File: src/rtl/connect_resp_steer_if.sv
// Handshake/response bundle between the request mux, XHB and the two response consumers.
// Signal names are from the steering block's point of view (slave modport).
interface connect_resp_steer_if #(
  parameter int DATA_W = 32,
  parameter int DEPTH  = 8
);
  logic                      ENABLE_i;
  logic                      AR_HS_i;
  logic                      AW_HS_i;
  logic                      AR_STALL_o;
  logic                      AW_STALL_o;

  logic                      RVALID_i;
  logic                      RLAST_i;
  logic [DATA_W-1:0]         RDATA_i;
  logic                      RREADY_o;

  logic                      EN_RVALID_o;
  logic                      EN_RLAST_o;
  logic [DATA_W-1:0]         EN_RDATA_o;
  logic                      EN_RREADY_i;

  logic                      AC_RVALID_o;
  logic                      AC_RLAST_o;
  logic [DATA_W-1:0]         AC_RDATA_o;
  logic                      AC_RREADY_i;

  logic                      BVALID_i;
  logic [1:0]                BRESP_i;
  logic                      BREADY_o;

  logic                      EN_BVALID_o;
  logic                      AC_BVALID_o;
  logic [1:0]                EN_BRESP_o;
  logic [1:0]                AC_BRESP_o;
  logic                      EN_BREADY_i;
  logic                      AC_BREADY_i;

  logic [$clog2(DEPTH):0]    AR_OUTST_o;
  logic [$clog2(DEPTH):0]    AW_OUTST_o;
  logic                      ERR_o;

  modport slave (
    input  ENABLE_i, AR_HS_i, AW_HS_i,
    input  RVALID_i, RLAST_i, RDATA_i,
    input  EN_RREADY_i, AC_RREADY_i,
    input  BVALID_i, BRESP_i,
    input  EN_BREADY_i, AC_BREADY_i,
    output AR_STALL_o, AW_STALL_o, RREADY_o,
    output EN_RVALID_o, EN_RLAST_o, EN_RDATA_o,
    output AC_RVALID_o, AC_RLAST_o, AC_RDATA_o,
    output BREADY_o, EN_BVALID_o, AC_BVALID_o, EN_BRESP_o, AC_BRESP_o,
    output AR_OUTST_o, AW_OUTST_o, ERR_o
  );

  modport master (
    output ENABLE_i, AR_HS_i, AW_HS_i,
    output RVALID_i, RLAST_i, RDATA_i,
    output EN_RREADY_i, AC_RREADY_i,
    output BVALID_i, BRESP_i,
    output EN_BREADY_i, AC_BREADY_i,
    input  AR_STALL_o, AW_STALL_o, RREADY_o,
    input  EN_RVALID_o, EN_RLAST_o, EN_RDATA_o,
    input  AC_RVALID_o, AC_RLAST_o, AC_RDATA_o,
    input  BREADY_o, EN_BVALID_o, AC_BVALID_o, EN_BRESP_o, AC_BRESP_o,
    input  AR_OUTST_o, AW_OUTST_o, ERR_o
  );
endinterface

File: src/rtl/connect_resp_steer.sv
// Records the path (AIDC vs engine) of each accepted AR/AW and steers the in-order
// R/B responses from XHB back to the consumer that issued the address.

module connect_resp_steer_tagq #(
  parameter int DEPTH = 8
) (
  input  logic                   clk_i,
  input  logic                   rst_ni,
  input  logic                   push_i,
  input  logic                   tag_i,
  input  logic                   pop_i,
  output logic                   head_o,
  output logic                   full_o,
  output logic                   empty_o,
  output logic                   drop_o,
  output logic [$clog2(DEPTH):0] count_o
);
  localparam int PTR_W = $clog2(DEPTH);
  localparam int CNT_W = PTR_W + 1;
  localparam logic [CNT_W-1:0] FULL_CNT = CNT_W'(DEPTH);

  logic [DEPTH-1:0] mem_q, mem_d;
  logic [PTR_W-1:0] wr_q, wr_d, rd_q, rd_d;
  logic [CNT_W-1:0] count_q, count_d;
  logic             push_ok, pop_ok;

  assign full_o  = (count_q == FULL_CNT);
  assign empty_o = (count_q == '0);
  assign head_o  = mem_q[rd_q];
  assign count_o = count_q;

  always_comb begin
    mem_d   = mem_q;
    wr_d    = wr_q;
    rd_d    = rd_q;
    count_d = count_q;
    // A push while full is dropped, even if a pop frees a slot in the same cycle.
    push_ok = push_i & ~full_o;
    pop_ok  = pop_i & ~empty_o;
    drop_o  = push_i & full_o;
    if (push_ok) begin
      mem_d[wr_q] = tag_i;
      wr_d        = wr_q + PTR_W'(1);
    end
    if (pop_ok) begin
      rd_d = rd_q + PTR_W'(1);
    end
    if (push_ok && !pop_ok) begin
      count_d = count_q + CNT_W'(1);
    end else if (!push_ok && pop_ok) begin
      count_d = count_q - CNT_W'(1);
    end
  end

  always_ff @(posedge clk_i or negedge rst_ni) begin
    if (!rst_ni) begin
      mem_q   <= '0;
      wr_q    <= '0;
      rd_q    <= '0;
      count_q <= '0;
    end else begin
      mem_q   <= mem_d;
      wr_q    <= wr_d;
      rd_q    <= rd_d;
      count_q <= count_d;
    end
  end
endmodule

module connect_resp_steer #(
  parameter int DATA_W = 32,
  parameter int DEPTH  = 8
) (
  input  logic                CLK_i,
  input  logic                RSTN_i,
  connect_resp_steer_if.slave bus
);
  logic r_head, r_full, r_empty, r_drop, r_pop, r_ready;
  logic w_head, w_full, w_empty, w_drop, w_pop, w_ready;
  logic r_sel_ac, r_sel_en, w_sel_ac, w_sel_en;
  logic [$clog2(DEPTH):0] r_count, w_count;
  logic err_q, err_d;

  connect_resp_steer_tagq #(.DEPTH(DEPTH)) u_rtag (
    .clk_i   (CLK_i),
    .rst_ni  (RSTN_i),
    .push_i  (bus.AR_HS_i),
    .tag_i   (bus.ENABLE_i),
    .pop_i   (r_pop),
    .head_o  (r_head),
    .full_o  (r_full),
    .empty_o (r_empty),
    .drop_o  (r_drop),
    .count_o (r_count)
  );

  connect_resp_steer_tagq #(.DEPTH(DEPTH)) u_wtag (
    .clk_i   (CLK_i),
    .rst_ni  (RSTN_i),
    .push_i  (bus.AW_HS_i),
    .tag_i   (bus.ENABLE_i),
    .pop_i   (w_pop),
    .head_o  (w_head),
    .full_o  (w_full),
    .empty_o (w_empty),
    .drop_o  (w_drop),
    .count_o (w_count)
  );

  // An empty tag store selects neither path, which also blocks XHB.
  assign r_sel_ac = ~r_empty & r_head;
  assign r_sel_en = ~r_empty & ~r_head;
  assign w_sel_ac = ~w_empty & w_head;
  assign w_sel_en = ~w_empty & ~w_head;

  assign r_ready = (r_sel_ac & bus.AC_RREADY_i) | (r_sel_en & bus.EN_RREADY_i);
  assign w_ready = (w_sel_ac & bus.AC_BREADY_i) | (w_sel_en & bus.EN_BREADY_i);
  assign r_pop   = bus.RVALID_i & r_ready & bus.RLAST_i;
  assign w_pop   = bus.BVALID_i & w_ready;

  assign bus.RREADY_o    = r_ready;
  assign bus.AC_RVALID_o = r_sel_ac & bus.RVALID_i;
  assign bus.EN_RVALID_o = r_sel_en & bus.RVALID_i;
  assign bus.AC_RLAST_o  = r_sel_ac & bus.RLAST_i;
  assign bus.EN_RLAST_o  = r_sel_en & bus.RLAST_i;
  assign bus.AC_RDATA_o  = r_sel_ac ? bus.RDATA_i : '0;
  assign bus.EN_RDATA_o  = r_sel_en ? bus.RDATA_i : '0;

  assign bus.BREADY_o    = w_ready;
  assign bus.AC_BVALID_o = w_sel_ac & bus.BVALID_i;
  assign bus.EN_BVALID_o = w_sel_en & bus.BVALID_i;
  assign bus.AC_BRESP_o  = w_sel_ac ? bus.BRESP_i : '0;
  assign bus.EN_BRESP_o  = w_sel_en ? bus.BRESP_i : '0;

  assign bus.AR_STALL_o  = r_full;
  assign bus.AW_STALL_o  = w_full;
  assign bus.AR_OUTST_o  = r_count;
  assign bus.AW_OUTST_o  = w_count;
  assign bus.ERR_o       = err_q;

  always_comb begin
    err_d = err_q | r_drop | w_drop
          | (bus.RVALID_i & r_empty) | (bus.BVALID_i & w_empty);
  end

  always_ff @(posedge CLK_i or negedge RSTN_i) begin
    if (!RSTN_i) begin
      err_q <= 1'b0;
    end else begin
      err_q <= err_d;
    end
  end
endmodule
File: src/flat_wrapper.sv
// flat-port wrapper written by rule: the top's interface ports become plain ports
module connect_resp_steer_flat 
#(
  parameter int DATA_W = 32,
  parameter int DEPTH  = 8
)
  (CLK_i, RSTN_i, bus_ENABLE_i, bus_AR_HS_i, bus_AW_HS_i, bus_RVALID_i, bus_RLAST_i, bus_RDATA_i, bus_EN_RREADY_i, bus_AC_RREADY_i, bus_BVALID_i, bus_BRESP_i, bus_EN_BREADY_i, bus_AC_BREADY_i, bus_AR_STALL_o, bus_AW_STALL_o, bus_RREADY_o, bus_EN_RVALID_o, bus_EN_RLAST_o, bus_EN_RDATA_o, bus_AC_RVALID_o, bus_AC_RLAST_o, bus_AC_RDATA_o, bus_BREADY_o, bus_EN_BVALID_o, bus_AC_BVALID_o, bus_EN_BRESP_o, bus_AC_BRESP_o, bus_AR_OUTST_o, bus_AW_OUTST_o, bus_ERR_o);
  connect_resp_steer_if #(.DATA_W(DATA_W), .DEPTH(DEPTH)) bus_i ();
  input  logic CLK_i;
  input  logic RSTN_i;
  input wire logic [$bits(bus_i.ENABLE_i)-1:0] bus_ENABLE_i;
  input wire logic [$bits(bus_i.AR_HS_i)-1:0] bus_AR_HS_i;
  input wire logic [$bits(bus_i.AW_HS_i)-1:0] bus_AW_HS_i;
  input wire logic [$bits(bus_i.RVALID_i)-1:0] bus_RVALID_i;
  input wire logic [$bits(bus_i.RLAST_i)-1:0] bus_RLAST_i;
  input wire logic [$bits(bus_i.RDATA_i)-1:0] bus_RDATA_i;
  input wire logic [$bits(bus_i.EN_RREADY_i)-1:0] bus_EN_RREADY_i;
  input wire logic [$bits(bus_i.AC_RREADY_i)-1:0] bus_AC_RREADY_i;
  input wire logic [$bits(bus_i.BVALID_i)-1:0] bus_BVALID_i;
  input wire logic [$bits(bus_i.BRESP_i)-1:0] bus_BRESP_i;
  input wire logic [$bits(bus_i.EN_BREADY_i)-1:0] bus_EN_BREADY_i;
  input wire logic [$bits(bus_i.AC_BREADY_i)-1:0] bus_AC_BREADY_i;
  output wire logic [$bits(bus_i.AR_STALL_o)-1:0] bus_AR_STALL_o;
  output wire logic [$bits(bus_i.AW_STALL_o)-1:0] bus_AW_STALL_o;
  output wire logic [$bits(bus_i.RREADY_o)-1:0] bus_RREADY_o;
  output wire logic [$bits(bus_i.EN_RVALID_o)-1:0] bus_EN_RVALID_o;
  output wire logic [$bits(bus_i.EN_RLAST_o)-1:0] bus_EN_RLAST_o;
  output wire logic [$bits(bus_i.EN_RDATA_o)-1:0] bus_EN_RDATA_o;
  output wire logic [$bits(bus_i.AC_RVALID_o)-1:0] bus_AC_RVALID_o;
  output wire logic [$bits(bus_i.AC_RLAST_o)-1:0] bus_AC_RLAST_o;
  output wire logic [$bits(bus_i.AC_RDATA_o)-1:0] bus_AC_RDATA_o;
  output wire logic [$bits(bus_i.BREADY_o)-1:0] bus_BREADY_o;
  output wire logic [$bits(bus_i.EN_BVALID_o)-1:0] bus_EN_BVALID_o;
  output wire logic [$bits(bus_i.AC_BVALID_o)-1:0] bus_AC_BVALID_o;
  output wire logic [$bits(bus_i.EN_BRESP_o)-1:0] bus_EN_BRESP_o;
  output wire logic [$bits(bus_i.AC_BRESP_o)-1:0] bus_AC_BRESP_o;
  output wire logic [$bits(bus_i.AR_OUTST_o)-1:0] bus_AR_OUTST_o;
  output wire logic [$bits(bus_i.AW_OUTST_o)-1:0] bus_AW_OUTST_o;
  output wire logic [$bits(bus_i.ERR_o)-1:0] bus_ERR_o;
  assign bus_i.ENABLE_i = bus_ENABLE_i;
  assign bus_i.AR_HS_i = bus_AR_HS_i;
  assign bus_i.AW_HS_i = bus_AW_HS_i;
  assign bus_i.RVALID_i = bus_RVALID_i;
  assign bus_i.RLAST_i = bus_RLAST_i;
  assign bus_i.RDATA_i = bus_RDATA_i;
  assign bus_i.EN_RREADY_i = bus_EN_RREADY_i;
  assign bus_i.AC_RREADY_i = bus_AC_RREADY_i;
  assign bus_i.BVALID_i = bus_BVALID_i;
  assign bus_i.BRESP_i = bus_BRESP_i;
  assign bus_i.EN_BREADY_i = bus_EN_BREADY_i;
  assign bus_i.AC_BREADY_i = bus_AC_BREADY_i;
  assign bus_AR_STALL_o = bus_i.AR_STALL_o;
  assign bus_AW_STALL_o = bus_i.AW_STALL_o;
  assign bus_RREADY_o = bus_i.RREADY_o;
  assign bus_EN_RVALID_o = bus_i.EN_RVALID_o;
  assign bus_EN_RLAST_o = bus_i.EN_RLAST_o;
  assign bus_EN_RDATA_o = bus_i.EN_RDATA_o;
  assign bus_AC_RVALID_o = bus_i.AC_RVALID_o;
  assign bus_AC_RLAST_o = bus_i.AC_RLAST_o;
  assign bus_AC_RDATA_o = bus_i.AC_RDATA_o;
  assign bus_BREADY_o = bus_i.BREADY_o;
  assign bus_EN_BVALID_o = bus_i.EN_BVALID_o;
  assign bus_AC_BVALID_o = bus_i.AC_BVALID_o;
  assign bus_EN_BRESP_o = bus_i.EN_BRESP_o;
  assign bus_AC_BRESP_o = bus_i.AC_BRESP_o;
  assign bus_AR_OUTST_o = bus_i.AR_OUTST_o;
  assign bus_AW_OUTST_o = bus_i.AW_OUTST_o;
  assign bus_ERR_o = bus_i.ERR_o;
  connect_resp_steer #(.DATA_W(DATA_W), .DEPTH(DEPTH)) u_core (.CLK_i(CLK_i), .RSTN_i(RSTN_i), .bus(bus_i));
endmodule
File: config.mk
export PLATFORM = sky130hd
export DESIGN_NAME = connect_resp_steer_flat
export DESIGN_NICKNAME = d
export VERILOG_FILES = /design/src/rtl/connect_resp_steer_if.sv /design/src/rtl/connect_resp_steer.sv /design/src/flat_wrapper.sv
export SDC_FILE = /design/constraint.sdc
export NUM_CORES = 1
export LEC_CHECK = 0
export BUFFER_PORTS_ARGS = -buffer_cell sky130_fd_sc_hd__buf_2
export CORE_ASPECT_RATIO = 0.9
export CORE_MARGIN = 5
export CORE_UTILIZATION = 51
export CTS_BUF_LIST = sky130_fd_sc_hd__clkbuf_8
export DETAILED_ROUTE_END_ITERATION = 8
export GPL_TIMING_DRIVEN = 0
export HOLD_SLACK_MARGIN = 0.02
export PLACE_DENSITY = 0.89
export SLEW_MARGIN = 20
export SYNTH_ARGS = -nofsm -noshare
export SYNTH_HDL_FRONTEND = slang
export SYNTH_SLANG_ARGS = --single-unit
File: constraint.sdc
create_clock -name CLK_i -period 8.9 [get_ports CLK_i]
set_input_delay 0.89 -clock CLK_i [delete_from_list [all_inputs] [get_ports CLK_i]]
set_output_delay 0.89 -clock CLK_i [all_outputs]
set_load 0.02 [all_outputs]
==> results of run 1 <==
-- how the worst max path moves through the flow --
stage | cells past startpoint | slack [ns] | end
4_1_cts | 8 | 5.35 | bus_EN_RDATA_o[27]
2_1_floorplan | 13 | 5.99 | u_core.u_wtag.count_o[3]
6_report | 8 | 5.36 | bus_EN_RDATA_o[26]
5_1_grt | 8 | 5.20 | bus_EN_RDATA_o[27]
3_5_place_dp | 13 | 5.60 | u_core.u_wtag.count_o[3]
3_3_place_gp | 8 | 5.73 | bus_EN_RDATA_o[27]
-- sequential cells by signal, summed over array words and instances, names as in the netlist --
signal                 flops
u_core.u_rtag.count_o      4
u_core.u_wtag.rd_q         3
u_core.u_rtag.mem_q        8
u_core.u_rtag.wr_q         3
u_core.u_wtag.wr_q         3
u_core.u_rtag.rd_q         3
u_core.u_wtag.mem_q        8
u_core.bus.ERR_o           1
u_core.u_wtag.count_o      4
-- cell type report --
class / count / area share
Tap cell: 65 / 0.02403
Buffer: 11 / 0.01257
Sequential cell: 37 / 0.2736
Timing Repair Buffer: 132 / 0.1952
Clock inverter: 2 / 0.009982
Clock buffer: 6 / 0.02440
Multi-Input combinational cell: 203 / 0.4558
Inverter: 4 / 0.004436
-- per-stage QoR --
step / area (sq um) / worst slack (ns) / util
floorplan: 2526 / 5.989 / -
global placement: 3268 / 5.726 / 0.6760
detailed placement: 3268 / 5.604 / 0.6760
CTS: 3385 / 5.351 / 0.7001
global route: 3385 / 5.204 / 0.7001
finish: 3385 / 5.363 / 0.7001
-- synthesized netlist by cell type (all sizes together) --
library cell,n
nor3,5
or3b,1
a21oi,3
and2,68
nor3b,6
a21boi,2
dfrtp,37
nand3b,4
buf,1
clkbuf,10
nand2,14
xnor2,10
nand2b,3
nor4,1
and3,3
fa,2
inv,4
xor2,6
a22o,1
o21ai,2
mux4,2
nand3,4
nor2b,2
mux2i,7
nor2,15
a21o,2
and4,1
mux2,25
ha,10
nand4,4
-- cell families (layout without fill, tap and decap cells) --
| logic type | count (synthesis) | count (layout) | synth area share |
|---|---|---|---|
| multiplexers | 34 | 34 | 0.1649 |
| XOR/XNOR | 16 | 16 | 0.05547 |
| AO/OA/AOI/OAI | 10 | 10 | 0.02526 |
| adder cells (fa/ha/maj) | 12 | 12 | 0.06538 |
| AND/OR/NAND/NOR | 131 | 131 | 0.2997 |
| buffers and inverters | 15 | 155 | 0.02278 |
| flip-flops | 37 | 37 | 0.3665 |
-- metal layers --
layer  up-vias  global-route usage  share of wire
li1       1137                   -              -
met2        78              0.3888           0.50
met5         -                   0              0
met4         0             0.09486          0.034
met3        24             0.05038          0.065
met1      1063              0.2483           0.40
-- worst reg2reg max path: stages (launching register included) --
cell and delay (ns):
dfrtp_1 0.45, mux4_1 0.63, mux2i_4 0.30, mux2i_1 0.34, nor2_1 0.14, inv_1 0.08
ha_1 0.18, inv_1 0.10, ha_1 0.28, a21o_1 0.19, a21oi_1 0.18, xnor2_1 0.14
nor2_1 0.08, xor2_1 0.15
==> metrics.csv, run 1 <==
stage;metric;value;unit
cells_and_area;area_growth;33.98;%
timing;slew_violations;0;
worst_setup_path;cp_max_fo;10;
logic_synthesis;syn_inst;255;
worst_hold_path;min_path_cells;1;
floorplan;core;4835;sq um
flow_run;cap_violations;0;
worst_setup_path;crit_slowest_cell;nor2_1;
logic_synthesis;ys_seq_elements;37;
clock_tree;cts_setup_buffers;0;
floorplan;die-area;6462;sq um
clock_tree;htreeDepth;2;
cells_and_area;drive_gt1_frac;0.4278;
logic_synthesis;syn_area_per_cell;9.907;sq um
detailed_routing;vias;2302;
worst_setup_path;rr_endpoint;u_core.u_wtag.count_o[3];
logic_synthesis;synth.top_cells.by_area;dfrtp_1 37%, and2_1 17%, mux2_2 11%;
clock_tree;clk_latency;0.29;ns
worst_hold_path;hold_start;u_core.u_wtag.mem_q[6];
floorplan;std_cell_rows;24;
logic_synthesis;synth_cell_types;31;
detailed_routing;routedWlPerCell;15.14;um
floorplan;die_h;76.77;um
floorplan;start_util;0.5225;
run_status;outcome;finished clean;
floorplan;die_w;84.19;um
grt;grt_pass1_wl;11450;um
logic_synthesis;synth_top_area_share;0.3665;
timing;min_period_over_period;0.3974;
clock_tree;cts.sinks;37;
placed_design;dp_hpwl;5637;um
timing;slew-limit-headroom;0.4729;
placed_design;place_inst;452;
grt;grt_pass1_vias;2321;
timing;whs;0.5104;ns
placed_design;io_buffer_count;132;
logic_synthesis;yosysTopAreaCell;dfrtp_1;
cells_and_area;antenna_cells;0;
worst_setup_path;worstPathArrival;2.65;ns
timing;hold_violations;0;
cells_and_area;nets;452;
worst_setup_path;startpoint;u_core.u_rtag.rd_q[0];
worst_setup_path;r2r_cells;13;
cells_and_area;layout_common_cells;133 x buf_2, 68 x and2_1, 37 x dfrtp_1;
clock_tree;cts_buffers;5;
grt;grt_use_total;0.2184;
timing;period_minus_slack;3.537;ns
clock_tree;path_clk_slew;0.07;ns
cells_and_area;seq_area;925.9;sq um
detailed_routing;drcViolationCount;0;
timing;rsz0062_at_grt;false;
detailed_routing;drtIter0Drc;142;
worst_setup_path;r2r_setup_slack;5.56;ns
clock_tree;cts_root_buf;clkbuf_8;
worst_setup_path;crit_required;8.01;ns
worst_hold_path;hold_end;u_core.u_wtag.mem_q[6];
detailed_routing;firstDrtPassIters;4;
worst_hold_path;holdCritPathClass;reg -> reg;
worst_setup_path;cpPeakStageDelay;0.38;ns
timing;finalSetupViolCount;0;
grt;antenna_found_initial;0;
worst_setup_path;cpLargestDelayFamily;simple AND/OR/NAND/NOR gates;
detailed_routing;totalWireLength;6965;um
worst_setup_path;worstSetupEndpointType;output pin;
clock_tree;cts_hold_buf;0;
cells_and_area;fillers;375;
logic_synthesis;syn_nets;313;
detailed_routing;final_antenna_net_count;0;
logic_synthesis;seq_area_frac_synth;0.3665;
cells_and_area;final_common_cell;buf_2;
floorplan;pin_count;133;
placed_design;gp_congestion;0.9038;
detailed_routing;via_per_inst;5.004;
cells_and_area;multi_input_area;1543;sq um
grt;gr-total-overflow;0;
logic_synthesis;netlist_area;2526;sq um
timing;fmax;282.8;MHz
worst_setup_path;cp.buffers_inverters;3;
worst_setup_path;path_class;reg -> out;
worst_setup_path;cp-start-kind;register;
timing;skew;0.005253;ns
grt;grt_max_degree;38;
clock_tree;cts_resized;0;
worst_setup_path;cp_cell_sequence;clkbuf_1 -> mux2i_1 -> nand3_1 -> and4_1 -> nor2_1 -> clkbuf_1 -> and2_1 -> buf_2;
worst_setup_path;crit_path_frequent_cell;clkbuf_1;
worst_setup_path;reg2reg_from;u_core.u_wtag.rd_q[0];
cells_and_area;instances_no_fill;460;
timing;worst_pin_slew;0.7907;ns
timing;final.setup.tns;0;ns
clock_tree;cts_max_path_buffers;2;
logic_synthesis;yosysWarningCount;0;
clock_tree;cts_tree;built;
Power of run 1 is not shown: default switching activity piles up to over one toggle a cycle in this logic, so the estimate is an artifact.
==> inputs of run 2 (changes only) <==
--- a/config.mk
+++ b/config.mk
@@ -8,12 +8,12 @@
 export BUFFER_PORTS_ARGS = -buffer_cell sky130_fd_sc_hd__buf_2
 export CORE_ASPECT_RATIO = 0.9
 export CORE_MARGIN = 5
-export CORE_UTILIZATION = 51
+export CORE_UTILIZATION = 47
 export CTS_BUF_LIST = sky130_fd_sc_hd__clkbuf_8
 export DETAILED_ROUTE_END_ITERATION = 8
 export GPL_TIMING_DRIVEN = 0
 export HOLD_SLACK_MARGIN = 0.02
-export PLACE_DENSITY = 0.89
+export PLACE_DENSITY = 0.83
 export SLEW_MARGIN = 20
 export SYNTH_ARGS = -nofsm -noshare
 export SYNTH_HDL_FRONTEND = slang
==> constraint.sdc (replaced) <==
create_clock -name CLK_i -period 3.7 [get_ports CLK_i]
set_input_delay 0.37 -clock CLK_i [delete_from_list [all_inputs] [get_ports CLK_i]]
set_output_delay 0.37 -clock CLK_i [all_outputs]
set_load 0.02 [all_outputs]
==> metrics.csv, run 2 (same netlist as run 1, synthesis figures left out) <==
stage;metric;value;unit
clock_tree;path_clk_slew;0.07;ns
placed_design;dp_hpwl;5970;um
run_status;outcome;finished clean;
worst_setup_path;cp.depth;13;
flow_run;cap_violations;0;
placed_design;dpl_worst_slack;0.4437;ns
cells_and_area;layout_common_cells;133 x buf_2, 68 x and2_1, 37 x dfrtp_1;
detailed_routing;firstDrtPassIters;5;
clock_tree;cts_tree;built;
timing;min_period_over_period;0.8882;
cells_and_area;area_growth;32.89;%
detailed_routing;final_antenna_net_count;0;
worst_setup_path;worstPathArrival;3.46;ns
cells_and_area;final_common_cell;buf_2;
cells_and_area;antenna_cells;0;
grt;grt_use_total;0.2010;
detailed_routing;drt-met1-wl;2689;um
floorplan;std_cell_rows;25;
floorplan;start_util;0.4836;
worst_setup_path;cp_max_fo;7;
worst_setup_path;cpPeakStageDelay;0.64;ns
detailed_routing;met3_length;544;um
timing;final.setup.tns;0;ns
timing;fmax;304.3;MHz
clock_tree;htreeDepth;2;
floorplan;die-area;6943;sq um
detailed_routing;dr_wl_met2;3701;um
floorplan;die_w;87.28;um
worst_setup_path;r2r_cells;13;
timing;worst_pin_slew;0.8294;ns
clock_tree;cts_hold_buf;0;
placed_design;gp_congestion;0.8214;
cells_and_area;final_util;0.6426;
clock_tree;cts_buffers;5;
timing;postLayoutSetupSlackWorst;0.4137;ns
worst_hold_path;holdCritPathClass;in -> async;
detailed_routing;vias;2314;
clock_tree;cts_setup_buffers;0;
grt;grt_max_degree;38;
timing;skew;0.006663;ns
detailed_routing;totalWireLength;7112;um
detailed_routing;via_per_inst;5.020;
worst_setup_path;crit_slowest_cell;mux4_1;
cells_and_area;nets;452;
clock_tree;clk_latency;0.29;ns
floorplan;pin_count;133;
worst_setup_path;cpLargestDelayFamily;multiplexers;
grt;grt_pass1_vias;2254;
timing;period_minus_slack;3.286;ns
floorplan;core;5224;sq um
detailed_routing;highest_layer;met4;
detailed_routing;routedWlPerCell;15.43;um
worst_setup_path;cp-start-kind;register;
worst_setup_path;rr_endpoint;u_core.u_wtag.count_o[3];
worst_setup_path;reg2reg_from;u_core.u_wtag.rd_q[0];
clock_tree;cts_root_buf;clkbuf_8;
clock_tree;cts_resized;0;
worst_setup_path;worstSetupEndpointType;register;
clock_tree;cts_max_path_buffers;2;
worst_setup_path;path_class;reg -> reg;
worst_setup_path;startpoint;u_core.u_wtag.rd_q[0];
timing;finalSetupViolCount;0;
detailed_routing;drtIter0Drc;86;
timing;rsz0062_at_grt;false;
timing;slew_violations;0;
worst_setup_path;cp_cell_sequence;mux4_1 -> mux2i_4 -> mux2i_1 -> nor2_1 -> inv_1 -> ha_1 -> inv_1 -> ha_1 -> a21o_1 -> a21oi_1 -> xnor2_1 -> nor2_1 -> xor2_1;
cells_and_area;reg.largest.list;u_core.u_rtag.mem_q: 8 flops, u_core.u_wtag.mem_q: 8 flops;
worst_setup_path;crit_end;u_core.u_wtag.count_o[3];
timing;hold_violations;0;
grt;grt_pass1_wl;11000;um
placed_design;io_buffer_count;132;
worst_setup_path;r2r_setup_slack;0.41;ns
clock_tree;cts.sinks;37;
detailed_routing;drcViolationCount;0;
timing;slew-limit-headroom;0.4471;
floorplan;die_h;79.55;um
worst_setup_path;crit_required;3.87;ns
cells_and_area;drive_gt1_frac;0.4264;
worst_setup_path;cp.buffers_inverters;2;
grt;antenna_found_initial;0;
grt;gr-total-overflow;0;
## run 2: layer usage
| layer | GRT usage | vias up |
|---|---|---|
| li1 | - | 1140 |
| met1 | 0.2211 | 1080 |
| met2 | 0.3712 | 81 |
| met3 | 0.04541 | 13 |
| met4 | 0.07515 | 0 |
| met5 | 0 | - |
## run 2: cell type report
| type | count | area, sq um |
|---|---|---|
| clock buffer | 6 | 82.58 |
| inverter | 4 | 15.01 |
| buffer | 11 | 42.54 |
| timing repair buffer | 132 | 660.6 |
| multi-input combinational | 203 | 1543 |
| sequential | 37 | 925.9 |
| tap | 67 | 83.83 |
| clock inverter | 1 | 3.754 |
| fill | 442 | 1867 |
## run 2: worst min path at each step
stage	end	slack, ns	cells past startpoint
6_report	u_core.u_wtag.count_o[2]	0.18	1
5_1_grt	u_core.u_wtag.count_o[1]	0.26	1
4_1_cts	u_core.u_wtag.count_o[1]	0.20	1
3_5_place_dp	u_core.bus.ERR_o	0.47	2
3_3_place_gp	u_core.bus.ERR_o	0.46	2
2_1_floorplan	u_core.bus.ERR_o	0.07	0
## run 2: through the flow
stage / area (sq um) / cells / hold WS, ns
floorplan: 2526 / 255 / 0.07441
global placement: 3271 / 454 / 0.4597
detailed placement: 3271 / 454 / 0.4658
CTS: 3357 / 461 / 0.1992
global route: 3357 / 461 / 0.2572
finish: 3357 / 461 / 0.1839
Power of run 2 is left out for the same reason.
==> inputs of run 3 (changes only) <==
--- a/config.mk
+++ b/config.mk
@@ -6,14 +6,14 @@
 export NUM_CORES = 1
 export LEC_CHECK = 0
 export BUFFER_PORTS_ARGS = -buffer_cell sky130_fd_sc_hd__buf_2
-export CORE_ASPECT_RATIO = 0.9
+export CORE_ASPECT_RATIO = 1.4
 export CORE_MARGIN = 5
 export CORE_UTILIZATION = 47
 export CTS_BUF_LIST = sky130_fd_sc_hd__clkbuf_8
 export DETAILED_ROUTE_END_ITERATION = 8
 export GPL_TIMING_DRIVEN = 0
 export HOLD_SLACK_MARGIN = 0.02
-export PLACE_DENSITY = 0.83
+export PLACE_DENSITY = 0.92
 export SLEW_MARGIN = 20
 export SYNTH_ARGS = -nofsm -noshare
 export SYNTH_HDL_FRONTEND = slang
==> metrics.csv, run 3 (same netlist as run 1, synthesis figures left out) <==
stage;metric;value;unit
run_status;outcome;finished clean;
cells_and_area;drive_gt1_frac;0.4278;
grt;antenna_found_initial;5;
timing;postLayoutSetupSlackWorst;0.5196;ns
worst_setup_path;cp_cell_sequence;mux4_1 -> mux2i_4 -> mux2i_1 -> nor2_1 -> inv_1 -> ha_1 -> inv_1 -> ha_1 -> a21o_1 -> a21oi_1 -> xnor2_1 -> nor2_1 -> xor2_1;
placed_design;io_buffer_count;132;
clock_tree;cts_setup_buffers;0;
grt;grt_max_degree;38;
clock_tree;cts_root_buf;clkbuf_8;
timing;slew-limit-headroom;0.4162;
detailed_routing;final_antenna_net_count;0;
cells_and_area;fillers;411;
grt;gr-total-overflow;0;
cells_and_area;nets;452;
floorplan;die-area;6962;sq um
timing;fmax;314.4;MHz
clock_tree;cts_tree;built;
clock_tree;path_clk_slew;0.07;ns
placed_design;dp_hpwl;6431;um
placed_design;dpl_worst_slack;0.5084;ns
placed_design;gp_congestion;0.9670;
floorplan;die_w;71.96;um
detailed_routing;drcViolationCount;0;
worst_setup_path;reg2reg_from;u_core.u_wtag.rd_q[0];
timing;finalSetupViolCount;0;
detailed_routing;firstDrtPassIters;4;
timing;period_minus_slack;3.180;ns
detailed_routing;totalWireLength;7633;um
worst_setup_path;r2r_cells;13;
worst_setup_path;cp_max_fo;7;
worst_setup_path;cp-start-kind;register;
floorplan;std_cell_rows;31;
timing;slew_violations;0;
grt;grt_pass1_vias;2417;
timing;hold_violations;0;
timing;worst_pin_slew;0.8677;ns
clock_tree;cts_resized;0;
worst_setup_path;crit_slowest_cell;mux4_1;
floorplan;start_util;0.4860;
timing;rsz0062_at_grt;false;
clock_tree;cts_buffers;5;
detailed_routing;vias;2394;
flow_run;cap_violations;0;
clock_tree;cts.sinks;37;
clock_tree;htreeDepth;2;
clock_tree;cts_hold_buf;0;
worst_setup_path;worstPathArrival;3.36;ns
worst_setup_path;startpoint;u_core.u_wtag.rd_q[0];
grt;grt_use_total;0.2196;
clock_tree;cts_max_path_buffers;2;
detailed_routing;via_per_inst;5.182;
worst_setup_path;r2r_setup_slack;0.52;ns
timing;final.setup.tns;0;ns
worst_setup_path;crit_required;3.88;ns
floorplan;core;5197;sq um
timing;skew;0.005500;ns
detailed_routing;drtIter0Drc;71;
floorplan;pin_count;133;
worst_hold_path;holdCritPathClass;in -> async;
timing;whs;0.1695;ns
cells_and_area;area_growth;34.13;%
grt;grt_pass1_wl;11940;um
worst_setup_path;rr_endpoint;u_core.u_wtag.count_o[3];
worst_setup_path;cpPeakStageDelay;0.63;ns
clock_tree;clk_latency;0.29;ns
cells_and_area;final_common_cell;buf_2;
timing;min_period_over_period;0.8596;
cells_and_area;layout_common_cells;133 x buf_2, 68 x and2_1, 37 x dfrtp_1;
detailed_routing;routedWlPerCell;16.52;um
worst_setup_path;worstSetupEndpointType;register;
worst_setup_path;path_class;reg -> reg;
floorplan;die_h;96.75;um
cells_and_area;reg.largest.list;u_core.u_rtag.mem_q: 8 flops, u_core.u_wtag.mem_q: 8 flops;
==> run 3: cell count changes in the layout (fill, tap and decap cells not counted) <==
cell / change
bufinv_16: +1
diode_2: +1
==> run 3: layout make-up <==
| cell class | count | area [sq um] | area share |
|---|---|---|---|
| Clock inverter | 2 | 33.78 | 0.009970 |
| Tap cell | 66 | 82.58 | 0.02437 |
| Multi-Input combinational cell | 203 | 1543 | 0.4553 |
| Clock buffer | 6 | 82.58 | 0.02437 |
| Buffer | 11 | 42.54 | 0.01256 |
| Sequential cell | 37 | 925.9 | 0.2733 |
| Antenna cell | 1 | 2.502 | 0.0007386 |
| Inverter | 4 | 15.01 | 0.004431 |
| Timing Repair Buffer | 132 | 660.6 | 0.1950 |
==> run 3: worst max-delay path by stage <==
stage,end,slack (ns),depth (start not counted)
2_1_floorplan,u_core.u_wtag.count_o[3],0.79,13
3_3_place_gp,u_core.u_wtag.count_o[3],0.61,13
3_5_place_dp,u_core.u_wtag.count_o[3],0.51,13
4_1_cts,u_core.u_wtag.count_o[3],0.51,13
5_1_grt,u_core.u_wtag.count_o[3],0.33,13
6_report,u_core.u_wtag.count_o[3],0.52,13
==> run 3: worst max-delay path, delay by kind of cell (launching register included) <==
kind | cells | cell delay, ns
xor+xnor | 2 | 0.28
flops | 1 | 0.44
compound gates | 2 | 0.38
simple gates | 2 | 0.19
mux | 3 | 1.19
buf+inv | 2 | 0.16
fa+ha+maj | 2 | 0.44
==> run 3: through the flow <==
stage / utilization / cells / instance area, sq um
floorplan: - / 255 / 2526
global placement: 0.6290 / 453 / 3269
detailed placement: 0.6290 / 453 / 3269
CTS: 0.6514 / 461 / 3386
global route: 0.6519 / 462 / 3388
finish: 0.6519 / 462 / 3388
==> run 3: metal layers <==
layer	vias up	global-route usage	wire [um]	share of wire
li1	1139	-	-	-
met1	1110	0.2178	2504	0.33
met2	111	0.3916	3953	0.52
met5	-	0	45	0.0059
met3	26	0.1027	918	0.12
met4	8	0.07525	212	0.028
Power of run 3 is left out for the same reason.
